--- src/rtl/shiftrdesern_pkg.sv ---
// rtl/shiftrdesern_pkg.sv - shared state encodings and default word width for shiftrdesern
package shiftrdesern_pkg;

  localparam int WORD_W = 8;

  typedef enum logic [1:0] {
    ST_IDLE  = 2'd0,
    ST_SHIFT = 2'd1,
    ST_PAR   = 2'd2
  } state_t;

endpackage

--- src/rtl/shiftrdesern_bit_cnt.sv ---
// rtl/shiftrdesern_bit_cnt.sv - frame bit counter with clear, load-1, increment and terminal count
module shiftrdesern_bit_cnt #(
  parameter int N = 8
) (
  input  logic clk,
  input  logic rst,
  input  logic clr,
  input  logic load1,
  input  logic inc,
  output logic tc,
  output logic last
);

  localparam int CW = $clog2(N + 1);

  logic [CW-1:0] cnt;

  // load1 wins over clr so a start on the edge after a frame is never lost
  always_ff @(posedge clk or negedge rst) begin
    if (!rst) begin
      cnt <= '0;
    end else if (load1) begin
      cnt <= CW'(1);
    end else if (clr) begin
      cnt <= '0;
    end else if (inc) begin
      cnt <= cnt + CW'(1);
    end
  end

  assign tc   = (cnt == CW'(N));
  assign last = (cnt == CW'(N - 1));

endmodule

--- src/rtl/shiftrdesern.sv ---
// rtl/shiftrdesern.sv - N-bit serial-to-parallel receiver, MSB first, valid/ready output buffer
// Define PARITY_CHECK_EN to add a trailing even-parity bit per frame and the perr output.
module shiftrdesern
  import shiftrdesern_pkg::*;
#(
  parameter int N = WORD_W
) (
  input  logic         clk,
  input  logic         rst,
  input  logic         en,
  input  logic         start,
  input  logic         SI,
  output logic [N-1:0] q,
  output logic         valid,
  input  logic         ready,
  output logic         ovf
`ifdef PARITY_CHECK_EN
  ,
  output logic         perr
`endif
);

  state_t        state_q, state_d;
  logic [N-1:0]  sr;
  logic [N-1:0]  word;
  logic          shift, cnt_load1, cnt_inc, cnt_clr;
  logic          cnt_tc, cnt_last;
  logic          deliver, accept;

  shiftrdesern_bit_cnt #(.N(N)) u_bit_cnt (
    .clk   (clk),
    .rst   (rst),
    .clr   (cnt_clr),
    .load1 (cnt_load1),
    .inc   (cnt_inc),
    .tc    (cnt_tc),
    .last  (cnt_last)
  );

`ifdef PARITY_CHECK_EN
  logic par_bad;
  assign word    = sr;
  assign par_bad = ^{sr, SI};
`else
  // The completing bit is still on SI, so the word is formed from the next sr value
  assign word = {sr[N-2:0], SI};
`endif

  always_comb begin
    state_d   = state_q;
    shift     = 1'b0;
    cnt_load1 = 1'b0;
    cnt_inc   = 1'b0;
    deliver   = 1'b0;
    cnt_clr   = (state_q == ST_IDLE) && cnt_tc;
    case (state_q)
      ST_IDLE: begin
        if (en && start) begin
          shift     = 1'b1;
          cnt_load1 = 1'b1;
          state_d   = ST_SHIFT;
        end
      end
      ST_SHIFT: begin
        if (en) begin
          shift = 1'b1;
          if (start) begin
            cnt_load1 = 1'b1;
          end else begin
            cnt_inc = 1'b1;
            if (cnt_last) begin
`ifdef PARITY_CHECK_EN
              state_d = ST_PAR;
`else
              deliver = 1'b1;
              state_d = ST_IDLE;
`endif
            end
          end
        end
      end
`ifdef PARITY_CHECK_EN
      ST_PAR: begin
        if (en) begin
          deliver = 1'b1;
          state_d = ST_IDLE;
        end
      end
`endif
      default: state_d = ST_IDLE;
    endcase
  end

  assign accept = deliver && (!valid || ready);

  always_ff @(posedge clk or negedge rst) begin
    if (!rst) begin
      state_q <= ST_IDLE;
      sr      <= '0;
    end else begin
      state_q <= state_d;
      if (shift) begin
        sr <= {sr[N-2:0], SI};
      end
    end
  end

  always_ff @(posedge clk or negedge rst) begin
    if (!rst) begin
      q     <= '0;
      valid <= 1'b0;
      ovf   <= 1'b0;
    end else if (deliver) begin
      if (accept) begin
        q     <= word;
        valid <= 1'b1;
      end else begin
        ovf <= 1'b1;
      end
    end else if (valid && ready) begin
      valid <= 1'b0;
    end
  end

`ifdef PARITY_CHECK_EN
  always_ff @(posedge clk or negedge rst) begin
    if (!rst) begin
      perr <= 1'b0;
    end else if (accept) begin
      perr <= par_bad;
    end
  end
`endif

endmodule

--- config.mk ---
export PLATFORM = sky130hd
export DESIGN_NAME = shiftrdesern
export DESIGN_NICKNAME = d
export VERILOG_FILES = /design/src/rtl/shiftrdesern_pkg.sv /design/src/rtl/shiftrdesern_bit_cnt.sv /design/src/rtl/shiftrdesern.sv
export SDC_FILE = /design/constraint.sdc
export NUM_CORES = 1
export LEC_CHECK = 0
export CAP_MARGIN = 5
export CORE_MARGIN = 4
export CORE_UTILIZATION = 50
export CTS_BUF_LIST = sky130_fd_sc_hd__clkbuf_8
export DETAILED_ROUTE_END_ITERATION = 10
export PLACE_DENSITY = 0.74
export SLEW_MARGIN = 40
export SYNTH_ARGS = -nofsm -noshare
export SYNTH_HDL_FRONTEND = slang
export SYNTH_HIERARCHICAL = 1
export SYNTH_SLANG_ARGS = --single-unit
--- constraint.sdc ---
create_clock -name clk -period 4.8 [get_ports clk]
set_input_delay 0.48 -clock clk [delete_from_list [all_inputs] [get_ports clk]]
set_output_delay 0.48 -clock clk [all_outputs]
set_load 0.01 [all_outputs]
; ---- Yosys cells after proc, flatten, opt, wreduce, memory -nomap -nowiden
; Cells that the tools add are included.
[op_classes]
n_eq_ne = 8
n_mux = 24
n_reduce_logical = 13
n_addsub = 1
n_bitwise = 1
[op_table]
columns = op, count
row1 = two-way mux 1 bit, 14
row2 = two-way mux 4 bit, 3
row3 = two-way mux 2 bit, 4
row4 = "!= test 2 bit, second input constant", 3
row5 = AND reduction 2 bit, 3
row6 = "adder 4 x 1 -> 4 bit, second input constant", 1
row7 = "== test 4 x 3 -> 1 bit, second input constant", 1
row8 = "== test 4 bit, second input constant", 1
row9 = logical AND 1 bit, 4
row10 = "!= test 2 x 1 -> 1 bit, second input constant", 2
row11 = one-hot mux 1 bit (2 select lines), 2
row12 = one-hot mux 2 bit (2 select lines), 1
row13 = AND reduction 4 bit, 1
row14 = nonzero test 3 bit, 1
row15 = "== test 2 x 1 -> 1 bit, second input constant", 1
row16 = logical NOT 2 bit, 1
row17 = nonzero test 2 bit, 1
row18 = logical NOT 1 bit, 1
row19 = logical OR 1 bit, 1
row20 = NOT 1 bit, 1
[word_totals]
register_bits = 23
output_inout_bits = 10
input_bits = 6
elab_cells = 53

; ---- Logic depth before layout (Yosys ltp)
; Gate-level depths: netlist of run 1.
[logic_depth]
ltp_word = 8
mapped_depth = 7
mapped_depth_nobuf = 7

; ---- By module
; Netlist of run 1, hierarchy kept.
[by_module_without_submodules]
columns = module, n_inst, seq_area_each_um2, area_per_inst_um2, cells_per_inst
row1 = shiftrdesern, 1, 450.4, 745.7, 46
row2 = shiftrdesern_bit_cnt, 1, 100.1, 236.5, 24

; ---- Worst setup path after synthesis of run 1
; OpenSTA, ideal clock, no wires.
[synth_path]
path_type = register to register
start = register u_bit_cnt.cnt[0]
end = register q[0]
t_required_ns = 4.675
path_slack_ns = 3.220
arrival_ns = 1.455
setup_time_ns = 0.125
n_path_buf = 1
period_less_slack_ns = 1.580
stages_incl_launch_ff = 8
path_cell_list = dfrtp_1 > ha_1 > nand2_1 > nor2_1 > nand4b_2 > nor2b_2 > buf_6 > mux2_4
[synth_between]
elab_chain_cells = 7
[synth_rtl]
columns = item, line_no
row1 = start: declaration, shiftrdesern_bit_cnt.sv:16  ; logic [CW-1:0] cnt;
row2 = start signal: assignment, shiftrdesern_bit_cnt.sv:27  ; cnt <= cnt + CW'(1);
row3 = == test 4 x 3 -> 1 bit (*), shiftrdesern_bit_cnt.sv:32  ; assign last = (cnt == CW'(N - 1));
row4 = net cnt_last, shiftrdesern.sv:27  ; logic cnt_tc, cnt_last;
row5 = two-way mux 1 bit (*), shiftrdesern.sv:71  ; if (cnt_last) begin
row6 = two-way mux 1 bit (*), shiftrdesern.sv:67  ; if (start) begin
row7 = two-way mux 1 bit (*), shiftrdesern.sv:65  ; if (en) begin
row8 = two-way mux 1 bit (*), shiftrdesern.sv:56  ; case (state_q)
row9 = logical AND 1 bit, shiftrdesern.sv:94  ; assign accept = deliver && (!valid || ready);
row10 = AND reduction 2 bit (no source line) (*), n/a
row11 = end signal: assignment, shiftrdesern.sv:115  ; q <= word;
row12 = end: declaration, shiftrdesern.sv:13  ; output logic [N-1:0] q,
; The timed path passes the listed nets; every way through them passes the cells marked *.
; A chain may end at the register's enable or synchronous reset.

; ---- Worst setup path in the final report of run 1
[layout_path]
start = register u_bit_cnt.cnt[0]
end = register q[2]
; Same word-level chain as after synthesis.

==> impl_metrics.py, run 1 <==
metrics = {
    "synthesis": {
        "yosys_warnings": 6,
        "synth_top_area_share_pct": 56.05,
        "synthTopCellsByCount": "dfrtp_1 (22), mux2_4 (8), mux2_2 (7), nand2_1 (5), nor2_1 (4)",
        "ys_top_cells_by_area": "dfrtp_1 (56%), mux2_4 (12%), mux2_2 (8.0%)",
        "syn_area_um2": 982.2,
        "synthArstFlopShare_pct": 100.0,
        "synthSimpleGateAreaFrac_pct": 11.34,
        "yosysTopAreaCell": "dfrtp_1",
        "synth-xor-area-share_pct": 0.8917,
        "seq_area_frac_synth_pct": 56.05,
        "synth_nets": 78,
        "ys_seq_elements": 22,
        "yosys.area_share.adder_pct": 2.548,
        "avgSynthCellArea_um2": 14.03,
        "synthCells": 70,
        "ys.flop_type": "dfrtp_1",
        "synth_edf_count": 0,
        "synth_compound_area_share_pct": 4.841,
        "synth_top_family_by_area": "multiplexers",
        "yosys.cell_count.top_type": "dfrtp_1",
        "synthMuxAreaShare_pct": 22.42,
        "ys_types": 26,
    },
    "power": {
        "leakage_nw": 0.5564,
        "ir_worst_vdd_v": 0.0002781,
        "p_per_area_nw_per_um2": 506.0,
    },
    "clocking": {
        "path_clk_slew_ns": 0.08,
        "post_cts_buffers": 0,
        "cts_tree": "built",
        "h-tree-depth": 1,
        "postCtsHoldBufs": 0,
        "cts_made_buffers": 3,
        "clock_latency_ns": 0.25,
        "cts.repair.resized": 0,
        "max-clock-path-buffers": 2,
        "cts_root_buffer": "clkbuf_8",
        "cts_sinks": 22,
    },
    "worst_setup_path": {
        "crit_fanout": 8,
        "path_buf_inv": 0,
        "arrival_ns": 2.14,
        "endpoint_kind": "register",
        "cp_top_family": "simple AND/OR/NAND/NOR gates",
        "critPathMaxStageDelay_ns": 0.52,
        "path_cells": "ha_1, nand2_1, nor2_1, nand4b_2, nor2b_2, mux2_4",
        "worst_path_max_delay_cell": "nor2b_2",
        "path_class": "register to register",
        "startpoint_type": "register",
        "worstPathRequired_ns": 4.94,
    },
    "cells_and_area": {
        "nets": 97,
        "nFillCells": 151,
        "finalInstanceArea_um2": 1219,
        "final_cells": 113,
        "antennaDiodeCount": 0,
        "drive_gt1_share_pct": 30.68,
        "area_growth_pct": 24.08,
    },
    "sta": {
        "rsz0062_at_grt": "no",
        "max_freq_ghz": 0.5009,
        "maxSlewViolCount": 0,
        "worst-slew-pin-transition_ns": 0.5906,
        "holdWs_ns": 0.1705,
        "relSlewSlack_pct": 60.45,
        "finalHoldViolations": 0,
        "clock_skew_ns": 0.001337,
        "fin_crit_sh_pct": 41.59,
        "min_period_ns": 1.996,
        "finalSetupTns_ns": 0,
        "setup_viol": 0,
    },
    "die": {
        "core_um2": 1802,
        "row_count": 15,
        "start_util_pct": 54.51,
        "fp.dieH_um": 52.32,
        "io-pin-count": 16,
        "die_w_um": 52.32,
        "die_area_um2": 2737,
    },
    "routing": {
        "drt-vias-per-instance": 5.044,
        "drtIter0Drc": 1,
        "routedWlPerCell_um": 14.00,
        "antenna_left": 0,
        "totalWireLength_mm": 1.582,
        "route.detailed.drc": 0,
        "dr.pass1.iters": 2,
        "vias": 570,
    },
    "status": {
        "status": "finished, final reports clean",
    },
    "global_route": {
        "grt_pass1_vias": 634,
        "grtUsageTotal_pct": 13.98,
        "grt_max_degree": 23,
        "grt_pass1_wl_mm": 2.884,
        "antenna_found_initial": 0,
        "grt-busiest-layer": "met2",
        "use_met2_pct": 25.00,
        "met1_usage_pct": 17.18,
        "globalRouteMet3Util_pct": 3.134,
        "grt_overflow": 0,
    },
    "place": {
        "placed_cell_area_um2": 1147,
        "globalplace.congestion": 0.7251,
        "placed_cells": 109,
        "port-buffer-count": 15,
        "hpwl_mm": 1.181,
    },
    "run": {
        "drv_cap": 0,
    },
    "min_path": {
        "hold_path.class": "primary input to asynchronous set/reset pin",
    },
}
[layout by cell type, fill, tap and decap left out, types with 2 or more instances in the layout]
cell type,count
clkbuf_8,3
clkdlybuf4s50_1,14
dfrtp_1,22
ha_1,2
inv_1,2
mux2_2,7
mux2_4,8
nand2_1,5
nor2_1,4
o21bai_1,2
[registers in the layout, summed over array words and instances, names as in the netlist]
| signal | count |
|---|---|
| u_bit_cnt/cnt | 4 |
| sr | 7 |
| q | 8 |
| valid | 1 |
| state_q | 1 |
| ovf | 1 |
[area by class of cell]
cell class                      count  area, um^2  area share [%]
Timing Repair Buffer               15       145.1           11.91
Inverter                            2       7.507          0.6160
Multi-Input combinational cell     45       412.9           33.88
Clock buffer                        3       41.29           3.388
Sequential cell                    22       550.5           45.17
Tap cell                           25       31.28           2.567
Clock inverter                      1       30.03           2.464
[per-layer routing]
layer | routed length, um | part of all wire [%] | up-vias
li1 | - | - | 276
met1 | 724 | 46 | 282
met2 | 793 | 50 | 12
met3 | 65 | 4.1 | 0
met4 | 0 | 0 | 0
met5 | 0 | 0 | -
[kinds of logic after synthesis]
| group | Yosys count |
|---|---|
| compound gates | 6 |
| simple gates | 19 |
| flops | 22 |
| buf+inv | 3 |
| fa+ha+maj | 2 |
| xor+xnor | 1 |
| mux | 17 |
[metrics by stage]
step           setup slack (ns)  total power (W)  utilization, %
3_5_place_dp              2.597        0.0004562           63.68
3_3_place_gp              2.637        0.0004467           63.96
5_1_grt                   2.689        0.0006566           67.64
4_1_cts                   2.804        0.0006256           67.64
6_report                  2.804        0.0006166           67.64
2_1_floorplan             3.220        0.0003728               -
[worst paths after layout]
check                      cells after the start         end              from  slack (ns)
max                                            6        q[2]  u_bit_cnt/cnt[0]        2.80
min                                            1  state_q[0]               rst        0.17
max reg2reg                                    6        q[2]  u_bit_cnt/cnt[0]        2.80
min reg2reg                                    1         ovf               ovf        0.48
max in group asynchronous                      1       sr[3]               rst        4.31
min in group clk                               1         ovf               ovf        0.48
[power by group]
| group | switching [W] | total (W) | internal, W |
|---|---|---|---|
| Clock | 0.0000556 | 0.000167 | 0.000111 |
| Sequential | 0.0000404 | 0.000281 | 0.000240 |
| Combinational | 0.0000566 | 0.000169 | 0.000113 |
Power figures use the tool's default switching activity.
==> inputs of run 2 (changes only) <==
--- a/config.mk
+++ b/config.mk
@@ -7,10 +7,10 @@
 export LEC_CHECK = 0
 export CAP_MARGIN = 5
 export CORE_MARGIN = 4
-export CORE_UTILIZATION = 50
+export CORE_UTILIZATION = 49
 export CTS_BUF_LIST = sky130_fd_sc_hd__clkbuf_8
 export DETAILED_ROUTE_END_ITERATION = 10
-export PLACE_DENSITY = 0.74
+export PLACE_DENSITY = 0.76
 export SLEW_MARGIN = 40
 export SYNTH_ARGS = -nofsm -noshare
 export SYNTH_HDL_FRONTEND = slang
==> constraint.sdc (replaced) <==
create_clock -name clk -period 1.7 [get_ports clk]
set_input_delay 0.17 -clock clk [delete_from_list [all_inputs] [get_ports clk]]
set_output_delay 0.17 -clock clk [all_outputs]
set_load 0.01 [all_outputs]
==> impl_metrics.py, run 2 (same netlist as run 1, synthesis figures left out) <==
metrics = {
    "status": {
        "status": "finished, final reports clean",
    },
    "clocking": {
        "cts_made_buffers": 3,
        "clock_latency_ns": 0.26,
        "cts_tree": "built",
        "cts_sinks": 22,
        "h-tree-depth": 1,
        "post_cts_buffers": 0,
        "path_clk_slew_ns": 0.08,
        "max-clock-path-buffers": 2,
        "cts_root_buffer": "clkbuf_8",
    },
    "worst_setup_path": {
        "startpoint_type": "register",
        "worst_path_max_delay_cell": "dfrtp_1",
        "reg2reg_depth": 7,
        "critPathMaxStageDelay_ns": 0.36,
        "cp_top_family": "simple AND/OR/NAND/NOR gates",
        "timing.rr.start": "u_bit_cnt/cnt[0]",
        "arrival_ns": 1.78,
        "crit_cells": 7,
        "crit_fanout": 8,
        "r2r_end": "q[5]",
        "path_buf_inv": 1,
        "worstPathRequired_ns": 1.85,
        "endpoint_kind": "register",
        "regToRegSetupSlack_ns": 0.07,
        "path_class": "register to register",
        "path_cells": "ha_1, nand2_1, nor2_4, nand4b_4, nor2b_4, buf_12, mux2_4",
    },
    "run": {
        "drv_cap": 0,
    },
    "place": {
        "port-buffer-count": 15,
        "hpwl_mm": 1.246,
        "dp_slack_ns": 0.001283,
        "placed_cell_area_um2": 1217,
        "globalplace.congestion": 0.7539,
    },
    "routing": {
        "routedWlPerCell_um": 14.01,
        "vias": 595,
        "route.detailed.drc": 0,
        "dr.pass1.iters": 4,
        "drt-vias-per-instance": 4.958,
        "drtIter0Drc": 9,
        "totalWireLength_mm": 1.681,
        "antenna_left": 0,
    },
    "sta": {
        "fin_ws_ns": 0.07043,
        "maxSlewViolCount": 0,
        "min_period_ns": 1.630,
        "relSlewSlack_pct": 72.99,
        "rsz0062_at_grt": "no",
        "setup_viol": 0,
        "finalHoldViolations": 0,
        "fin_crit_sh_pct": 95.86,
        "max_freq_ghz": 0.6137,
        "clock_skew_ns": 0.002140,
        "finalSetupTns_ns": 0,
        "worst-slew-pin-transition_ns": 0.4051,
    },
    "die": {
        "die_area_um2": 2785,
        "io-pin-count": 16,
        "row_count": 15,
        "core_um2": 1821,
        "fp.dieH_um": 52.77,
        "die_w_um": 52.77,
        "start_util_pct": 53.95,
    },
    "cells_and_area": {
        "nFillCells": 132,
        "layout_common_cells": "dfrtp_1 (22), clkdlybuf4s50_1 (15), mux2_4 (8)",
        "area_growth_pct": 33.38,
        "largest_register": "q",
        "top_regs": "q: 8 flops, sr: 7 flops, u_bit_cnt/cnt: 4 flops",
        "final_util_pct": 71.96,
        "antennaDiodeCount": 0,
        "layout_commonest_cell": "dfrtp_1",
        "largest_reg_flops": 8,
        "nets": 104,
        "finalInstanceArea_um2": 1310,
        "drive_gt1_share_pct": 35.79,
    },
    "global_route": {
        "grtUsageTotal_pct": 14.23,
        "antenna_found_initial": 0,
        "grt_pass1_vias": 646,
        "grt_max_degree": 23,
        "grt_overflow": 0,
        "grt_pass1_wl_mm": 2.863,
    },
    "power": {
        "ir_worst_vdd_v": 0.001007,
        "p_per_area_nw_per_um2": 1370,
        "total_power_w": 0.001794,
        "leakage_nw": 0.6013,
    },
    "min_path": {
        "hold_path.class": "primary input to asynchronous set/reset pin",
    },
}
==> run 2: how the worst max path moves through the flow <==
stage,from,to,slack [ns]
global placement,u_bit_cnt/cnt[1],q[3],0.09
detailed placement,u_bit_cnt/cnt[0],q[5],0.001
finish,u_bit_cnt/cnt[0],q[5],0.07
CTS,u_bit_cnt/cnt[0],q[5],0.04
floorplan,u_bit_cnt/cnt[0],q[0],0.12
global route,u_bit_cnt/cnt[1],q[3],0.008
==> run 2: layer usage <==
metal	up-vias	GRT usage, %	share of wire, %
met2	14	25.00	51
met5	-	0	0
met4	0	3.830	0
met3	0	3.704	4.2
li1	291	-	-
met1	290	17.03	45
==> run 2: report_power, final <==
part	total, W	leakage (nW)	switching (W)	internal (W)
Combinational	0.000531	0.286	0.000182	0.000349
Clock	0.000479	0.0357	0.000165	0.000314
Sequential	0.000784	0.280	0.000106	0.000678
Total	0.00179	0.601	0.000453	0.00134
==> run 2: worst reg2reg max path, stage by stage, from the launching register on <==
cell	delay (ns)
dfrtp_1	0.36
ha_1	0.20
nand2_1	0.10
nor2_4	0.12
nand4b_4	0.13
nor2b_4	0.16
buf_12	0.15
mux2_4	0.30
==> run 2: layout make-up <==
cell class	instances	area (um^2)	share of cell area, %
clock inverters	1	30.03	2.292
flip-flops and latches	22	550.5	42.02
repair buffers	22	215.2	16.43
well taps	25	31.28	2.388
multi-input cells	45	434.2	33.14
inverters	2	7.507	0.5731
clock buffers	3	41.29	3.152
==> run 2: timing repair <==
action | in CTS | in global routing
hold buffers | 0 | 0
endpoints found under the hold margin | 0 | 0
resized for setup | 1 | 3
endpoints found under the setup margin | 2 | 8
==> run 2: stage by stage <==
stage,hold WS (ns),instances
floorplan,-0.1256,70
global placement,0.4681,116
detailed placement,0.4697,116
CTS,0.2480,120
global route,0.2614,120
finish,0.2475,120
==> inputs of run 3 (changes only) <==
--- a/config.mk
+++ b/config.mk
@@ -10,6 +10,7 @@
 export CORE_UTILIZATION = 49
 export CTS_BUF_LIST = sky130_fd_sc_hd__clkbuf_8
 export DETAILED_ROUTE_END_ITERATION = 10
+export GPL_ROUTABILITY_DRIVEN = 0
 export PLACE_DENSITY = 0.76
 export SLEW_MARGIN = 40
 export SYNTH_ARGS = -nofsm -noshare
==> results of run 3 <==
Final layout, timing and power as in run 2 (identical DEF).
